<file path="config.mk">
export PLATFORM = sky130hd
export DESIGN_NAME = ins_mem_loader_flat
export DESIGN_NICKNAME = d
export VERILOG_FILES = /design/src/rtl/ins_mem_loader_if.sv /design/src/rtl/ins_mem_loader.sv /design/src/flat_wrapper.sv
export SDC_FILE = /design/constraint.sdc
export NUM_CORES = 1
export LEC_CHECK = 0
export ABC_CLOCK_PERIOD_IN_PS = 2500
export CORE_UTILIZATION = 40
export DETAILED_ROUTE_END_ITERATION = 8
export PLACE_DENSITY = 0.77
export RECOVER_POWER = 25
export SYNTH_ARGS = -nofsm -noshare
export SYNTH_HDL_FRONTEND = slang
export SYNTH_SLANG_ARGS = --single-unit
</file>
<file path="constraint.sdc">
create_clock -name clk -period 2.5 [get_ports clk]
set_clock_uncertainty 0.2 [all_clocks]
set_input_delay 0.625 -clock clk [delete_from_list [all_inputs] [get_ports clk]]
set_output_delay 0.625 -clock clk [all_outputs]
set_load 0.02 [all_outputs]
</file>
<file path="src/rtl/ins_mem_loader_if.sv">
// Loader-side bus bundle: control/status, byte stream in, instruction RAM port out.
// The "master" side is the loader, which owns the RAM port while busy.
interface ins_mem_loader_if #(
  parameter int WIDTH      = 8,
  parameter int ADDR_WIDTH = 8
);
  logic                  start;
  logic [WIDTH-1:0]      rx_data;
  logic                  rx_valid;
  logic                  rx_ready;
  logic                  mem_sel;
  logic                  mem_wrEn;
  logic [ADDR_WIDTH-1:0] mem_addr;
  logic [WIDTH-1:0]      mem_dataIn;
  logic [WIDTH-1:0]      mem_dataOut;
  logic                  busy;
  logic                  done;
  logic                  error;
  logic [ADDR_WIDTH:0]   prog_len;

  modport master (
    input  start, rx_data, rx_valid, mem_dataOut,
    output rx_ready, mem_sel, mem_wrEn, mem_addr, mem_dataIn,
    output busy, done, error, prog_len
  );

  modport slave (
    output start, rx_data, rx_valid, mem_dataOut,
    input  rx_ready, mem_sel, mem_wrEn, mem_addr, mem_dataIn,
    input  busy, done, error, prog_len
  );
endinterface

</file>
<file path="src/rtl/ins_mem_loader.sv">
// Streams length/words/checksum into instruction RAM, then XOR-verifies by read-back (L+1 cycles).
// Backpressure: rx_ready follows state only; waits indefinitely for rx_valid in LEN/DATA/CSUM.
module ins_mem_loader #(
  parameter int WIDTH      = 8,
  parameter int DEPTH      = 256,
  parameter int ADDR_WIDTH = $clog2(DEPTH)
) (
  input logic               clk,
  input logic               rst,
  ins_mem_loader_if.master  bus
);

  typedef enum logic [2:0] {
    S_IDLE,
    S_LEN,
    S_DATA,
    S_CSUM,
    S_VERIFY
  } state_t;

  localparam logic [WIDTH:0]        DEPTH_W  = (WIDTH+1)'(DEPTH);
  localparam logic [ADDR_WIDTH-1:0] ONE_A    = ADDR_WIDTH'(1);
  localparam logic [ADDR_WIDTH:0]   ONE_L    = (ADDR_WIDTH+1)'(1);

  state_t                state;
  state_t                state_nxt;
  logic [ADDR_WIDTH-1:0] wcnt;
  logic [ADDR_WIDTH:0]   raddr;
  logic [ADDR_WIDTH:0]   prog_len;
  logic [WIDTH-1:0]      acc;
  logic [WIDTH-1:0]      exp_sum;
  logic                  done;
  logic                  error;

  logic                  beat;
  logic [WIDTH:0]        hdr_len;
  logic                  hdr_bad;
  logic                  last_word;
  logic                  last_read;
  logic                  sum_ok;

  logic                  rx_ready;
  logic                  wr_en;
  logic [ADDR_WIDTH-1:0] addr;
  logic [WIDTH-1:0]      wdata;

  assign beat      = bus.rx_valid && rx_ready;
  // A zero header means a full-depth program.
  assign hdr_len   = (bus.rx_data == '0) ? DEPTH_W : {1'b0, bus.rx_data};
  assign hdr_bad   = (hdr_len > DEPTH_W);
  assign last_word = ({1'b0, wcnt} == (prog_len - ONE_L));
  assign last_read = (raddr == prog_len);
  assign sum_ok    = ((acc ^ bus.mem_dataOut) == exp_sum);

  always_ff @(posedge clk) begin
    if (rst) begin
      state <= S_IDLE;
    end else begin
      state <= state_nxt;
    end
  end

  always_comb begin
    state_nxt = state;
    case (state)
      S_IDLE:   if (bus.start) state_nxt = S_LEN;
      S_LEN:    if (beat) state_nxt = hdr_bad ? S_IDLE : S_DATA;
      S_DATA:   if (beat && last_word) state_nxt = S_CSUM;
      S_CSUM:   if (beat) state_nxt = S_VERIFY;
      S_VERIFY: if (last_read) state_nxt = S_IDLE;
      default:  state_nxt = S_IDLE;
    endcase
  end

  always_comb begin
    rx_ready = 1'b0;
    wr_en    = 1'b0;
    addr     = '0;
    wdata    = '0;
    case (state)
      S_LEN, S_CSUM: rx_ready = 1'b1;
      S_DATA: begin
        rx_ready = 1'b1;
        wr_en    = bus.rx_valid;
        addr     = wcnt;
        wdata    = bus.rx_data;
      end
      S_VERIFY: addr = raddr[ADDR_WIDTH-1:0];
      default: ;
    endcase
  end

  always_ff @(posedge clk) begin
    if (rst) begin
      wcnt     <= '0;
      raddr    <= '0;
      prog_len <= '0;
      acc      <= '0;
      exp_sum  <= '0;
      done     <= 1'b0;
      error    <= 1'b0;
    end else begin
      done <= 1'b0;
      case (state)
        S_IDLE: begin
          if (bus.start) error <= 1'b0;
        end
        S_LEN: begin
          if (beat) begin
            if (hdr_bad) begin
              error <= 1'b1;
            end else begin
              prog_len <= hdr_len[ADDR_WIDTH:0];
              wcnt     <= '0;
            end
          end
        end
        S_DATA: begin
          // Holding on the last word keeps a full-depth load from wrapping onto address 0.
          if (beat && !last_word) wcnt <= wcnt + ONE_A;
        end
        S_CSUM: begin
          if (beat) begin
            exp_sum <= bus.rx_data;
            acc     <= '0;
            raddr   <= '0;
          end
        end
        S_VERIFY: begin
          // Read data lags the address by one cycle, so the first cycle has nothing to fold in.
          if (raddr != '0) acc <= acc ^ bus.mem_dataOut;
          if (last_read) begin
            if (sum_ok) done  <= 1'b1;
            else        error <= 1'b1;
          end else begin
            raddr <= raddr + ONE_L;
          end
        end
        default: ;
      endcase
    end
  end

  assign bus.rx_ready   = rx_ready;
  assign bus.mem_wrEn   = wr_en;
  assign bus.mem_addr   = addr;
  assign bus.mem_dataIn = wdata;
  assign bus.busy       = (state != S_IDLE);
  assign bus.mem_sel    = (state != S_IDLE);
  assign bus.done       = done;
  assign bus.error      = error;
  assign bus.prog_len   = prog_len;

endmodule

</file>
<file path="src/flat_wrapper.sv">
// flat-port wrapper written by rule: the top's interface ports become plain ports
module ins_mem_loader_flat 
#(
  parameter int WIDTH      = 8,
  parameter int DEPTH      = 256,
  parameter int ADDR_WIDTH = $clog2(DEPTH)
)
  (clk, rst, bus_start, bus_rx_data, bus_rx_valid, bus_mem_dataOut, bus_rx_ready, bus_mem_sel, bus_mem_wrEn, bus_mem_addr, bus_mem_dataIn, bus_busy, bus_done, bus_error, bus_prog_len);
  ins_mem_loader_if #(.WIDTH(WIDTH), .ADDR_WIDTH(ADDR_WIDTH)) bus_i ();
  input logic clk;
  input logic rst;
  input wire logic [$bits(bus_i.start)-1:0] bus_start;
  input wire logic [$bits(bus_i.rx_data)-1:0] bus_rx_data;
  input wire logic [$bits(bus_i.rx_valid)-1:0] bus_rx_valid;
  input wire logic [$bits(bus_i.mem_dataOut)-1:0] bus_mem_dataOut;
  output wire logic [$bits(bus_i.rx_ready)-1:0] bus_rx_ready;
  output wire logic [$bits(bus_i.mem_sel)-1:0] bus_mem_sel;
  output wire logic [$bits(bus_i.mem_wrEn)-1:0] bus_mem_wrEn;
  output wire logic [$bits(bus_i.mem_addr)-1:0] bus_mem_addr;
  output wire logic [$bits(bus_i.mem_dataIn)-1:0] bus_mem_dataIn;
  output wire logic [$bits(bus_i.busy)-1:0] bus_busy;
  output wire logic [$bits(bus_i.done)-1:0] bus_done;
  output wire logic [$bits(bus_i.error)-1:0] bus_error;
  output wire logic [$bits(bus_i.prog_len)-1:0] bus_prog_len;
  assign bus_i.start = bus_start;
  assign bus_i.rx_data = bus_rx_data;
  assign bus_i.rx_valid = bus_rx_valid;
  assign bus_i.mem_dataOut = bus_mem_dataOut;
  assign bus_rx_ready = bus_i.rx_ready;
  assign bus_mem_sel = bus_i.mem_sel;
  assign bus_mem_wrEn = bus_i.mem_wrEn;
  assign bus_mem_addr = bus_i.mem_addr;
  assign bus_mem_dataIn = bus_i.mem_dataIn;
  assign bus_busy = bus_i.busy;
  assign bus_done = bus_i.done;
  assign bus_error = bus_i.error;
  assign bus_prog_len = bus_i.prog_len;
  ins_mem_loader #(.WIDTH(WIDTH), .DEPTH(DEPTH), .ADDR_WIDTH(ADDR_WIDTH)) u_core (.clk(clk), .rst(rst), .bus(bus_i));
endmodule
</file>
==> impl_metrics.json <==
{
  "status": "finished with violations",
  "violations": "design-rule violations, negative setup slack",
  "multi_input_area_mm2": 0.00177,
  "ios": 51,
  "avgRoutedWirePerCell_um": 16.3,
  "worstHoldStart": "u_core.exp_sum[2]",
  "syn_inst": 344,
  "insertion_delay_ps": 310,
  "synthXorXnorAreaFrac_pct": 13.7,
  "min_to": "u_core.exp_sum[2]",
  "cts_tree": "built",
  "maxSlewHeadroom_pct": 66.9,
  "start_util_pct": 42.1,
  "hold_buffers": 0,
  "regArea_um2": 945,
  "dp_hpwl_um": 5910,
  "ys_seq_elements": 47,
  "dieArea_mm2": 0.00713,
  "core_area_mm2": 0.00646,
  "drv_slew": 0,
  "setup_viol": 2,
  "netlist.area_leader.share_pct": 34.6,
  "fin_cells": 506,
  "drt_iter0_drc": 248,
  "async_flop_share_pct": 0,
  "rr_endpoint": "u_core.wcnt[5]",
  "syn-num-nets": 368,
  "diodes": 0,
  "layout_min_cycle_time_ps": 2530,
  "drt_wl_total_um": 8230,
  "drive_above_1_share_pct": 23.8,
  "cp.required_ps": 2540,
  "clockBufferDepth": 2,
  "grt_start_max_net_pins": 32,
  "rr_startpoint": "u_core.bus.prog_len[0]",
  "synth-compound-area-share_pct": 16.1,
  "hp-class": "reg2reg",
  "drcViolationCount": 2,
  "max_cap_viol_count": 0,
  "synth_mux_area_share_pct": 1.15,
  "synth_top_area_cell": "dfxtp_1",
  "crit_slowest_cell": "or4_4",
  "numPortBuffers": 50,
  "yosys.area_share.adder_pct": 2.21,
  "hold_viol_final": 0,
  "gp_congestion": 0.902,
  "end_kind": "flop",
  "cts-buffers-inserted": 5,
  "cts_max_level": 2,
  "yosysMostFrequentCell": "nand2_1",
  "seq_area_frac_synth_pct": 34.6,
  "dr.pass1.iters": 6,
  "critPathKind": "reg2reg",
  "leakage_nw": 1.49,
  "grt_first_pass_wirelength_um": 12900,
  "place_inst": 494,
  "nets": 453,
  "cts.clk_slew.worst_paths_ps": 80,
  "synth_common_cells": "nand2_1 (68), dfxtp_1 (47), a21oi_1 (32)",
  "die_w_um": 84.5,
  "n_fill_cell": 585,
  "drtAntennaViolNets": 0,
  "synth_edf_count": 0,
  "fin_crit_sh_pct": 101,
  "cts_sinks": 47,
  "ir_drop_mv": 0.219,
  "syn_area_per_cell_um2": 7.91,
  "fmax_mhz": 395,
  "power_density_mw_per_mm2": 425,
  "syn2layout_area_growth_pct": 37.0,
  "synthTopCellsByArea": "dfxtp_1 (35%), nand2_1 (9.4%), xnor2_1 (6.8%)",
  "rsz0062_at_grt": "true",
  "cts-root-buf": "clkbuf_8",
  "cp_cell_sequence": "or4_4 -> o21a_1 -> o211a_1 -> o2111a_2 -> buf_6 -> or3_4 -> a21oi_2",
  "grt_overflow": 0,
  "synth_top_family_by_area": "simple AND/OR/NAND/NOR gates",
  "die_height_um": 84.5,
  "min_path_cells": 2,
  "vias": 2858,
  "grt.total_usage_pct": 22.9,
  "setup_slack_ps": -34.2,
  "antenna_found_initial": 0,
  "start_kind": "flop",
  "cp_max_fo": 6,
  "netlist_area_mm2": 0.00272,
  "synthSimpleGateAreaFrac_pct": 27.5,
  "arrival_ps": 2570,
  "rr_worst_depth": 7,
  "rows": 29,
  "first_global_vias": 2728,
  "rrSetupSlack_ps": -30,
  "tightestPinTransition_ps": 492,
  "yosysUniqueCellTypes": 46,
  "ys.flop_type": "dfxtp_1",
  "cpPeakStageDelay_ps": 540,
  "dpl_worst_slack_ps": -253,
  "vias_per_cell": 5.65,
  "yosysWarningCount": 0
}
## critical path, delay by kind of cell (launching register included)
kind	cells	cell delay (ps)
simple gates	2	900
compound gates	4	880
flops	1	340
buf+inv	1	150
## sequential cells by signal, summed over array words and instances, names as in the netlist
signal	cells
u_core.bus.prog_len	9
u_core.acc	8
u_core.bus.done	1
u_core.wcnt	8
u_core.bus.error	1
u_core.raddr	9
u_core.exp_sum	8
u_core.state	3
## power breakdown
| part | switching (mW) | total [mW] | internal (mW) |
|---|---|---|---|
| clock | 0.253 | 0.470 | 0.217 |
| combinational | 0.177 | 0.338 | 0.161 |
| sequential | 0.0141 | 0.776 | 0.762 |
| total | 0.444 | 1.58 | 1.14 |
## placed cells by master (no fill, tap or decap), types with 11 or more instances in the layout
master / instances
nand2_1: 67
nor3_1: 11
xor2_1: 19
a21oi_1: 31
buf_2: 13
nor2_1: 15
xnor2_1: 21
clkdlybuf4s50_1: 29
buf_4: 43
dfxtp_1: 44
and2_1: 11
## per-layer routing
metal | global-route usage (%) | wire (µm)
met3 | 3.83 | 534
met1 | 28.2 | 3430
met4 | 7.40 | 182
met2 | 40.6 | 4090
met5 | 0 | 0
## timing repair
item                                    in CTS  in global routing
pin swaps                                    9                 16
endpoints found under the setup margin      25                 29
hold endpoints to repair                     0                  0
gates cloned                                 0                  1
buffers inserted                             3                  2
gates resized for setup                     65                 48
## cell families after synthesis
logic type | count (synthesis)
fa+ha+maj | 5
flops | 47
compound gates | 67
buf+inv | 29
mux | 3
simple gates | 152
xor+xnor | 41
## layout make-up
cell class | count | share of cell area (%)
multi-input combinational | 268 | 47.5
sequential | 47 | 25.4
timing repair buffer | 99 | 21.4
tap | 77 | 2.59
clock buffer | 6 | 2.22
inverter | 8 | 0.806
clock inverter | 1 | 0.134
## worst max-delay path by stage
stage / start / endpoint / cells after the start
finish: u_core.bus.prog_len[0] / u_core.wcnt[5] / 7
global route: u_core.bus.prog_len[1] / u_core.state[0] / 10
CTS: u_core.state[2] / bus_mem_addr[1] / 6
detailed placement: bus_rx_valid / bus_mem_wrEn / 3
global placement: bus_rx_valid / bus_mem_wrEn / 3
floorplan: u_core.bus.prog_len[2] / u_core.wcnt[2] / 8
## metrics by stage
stage	hold WS [ps]	instance area [µm²]	TNS (ps)	power, mW	utilization [%]
detailed placement	264	3560	-2890	1.12	55.2
finish	276	3730	-42.3	1.58	57.7
global route	287	3730	-249	1.66	57.7
floorplan	248	2730	0	0.962	-
global placement	261	3560	-2320	1.11	55.2
CTS	275	3720	-47.3	1.58	57.6
Power figures use the tool's default switching activity.
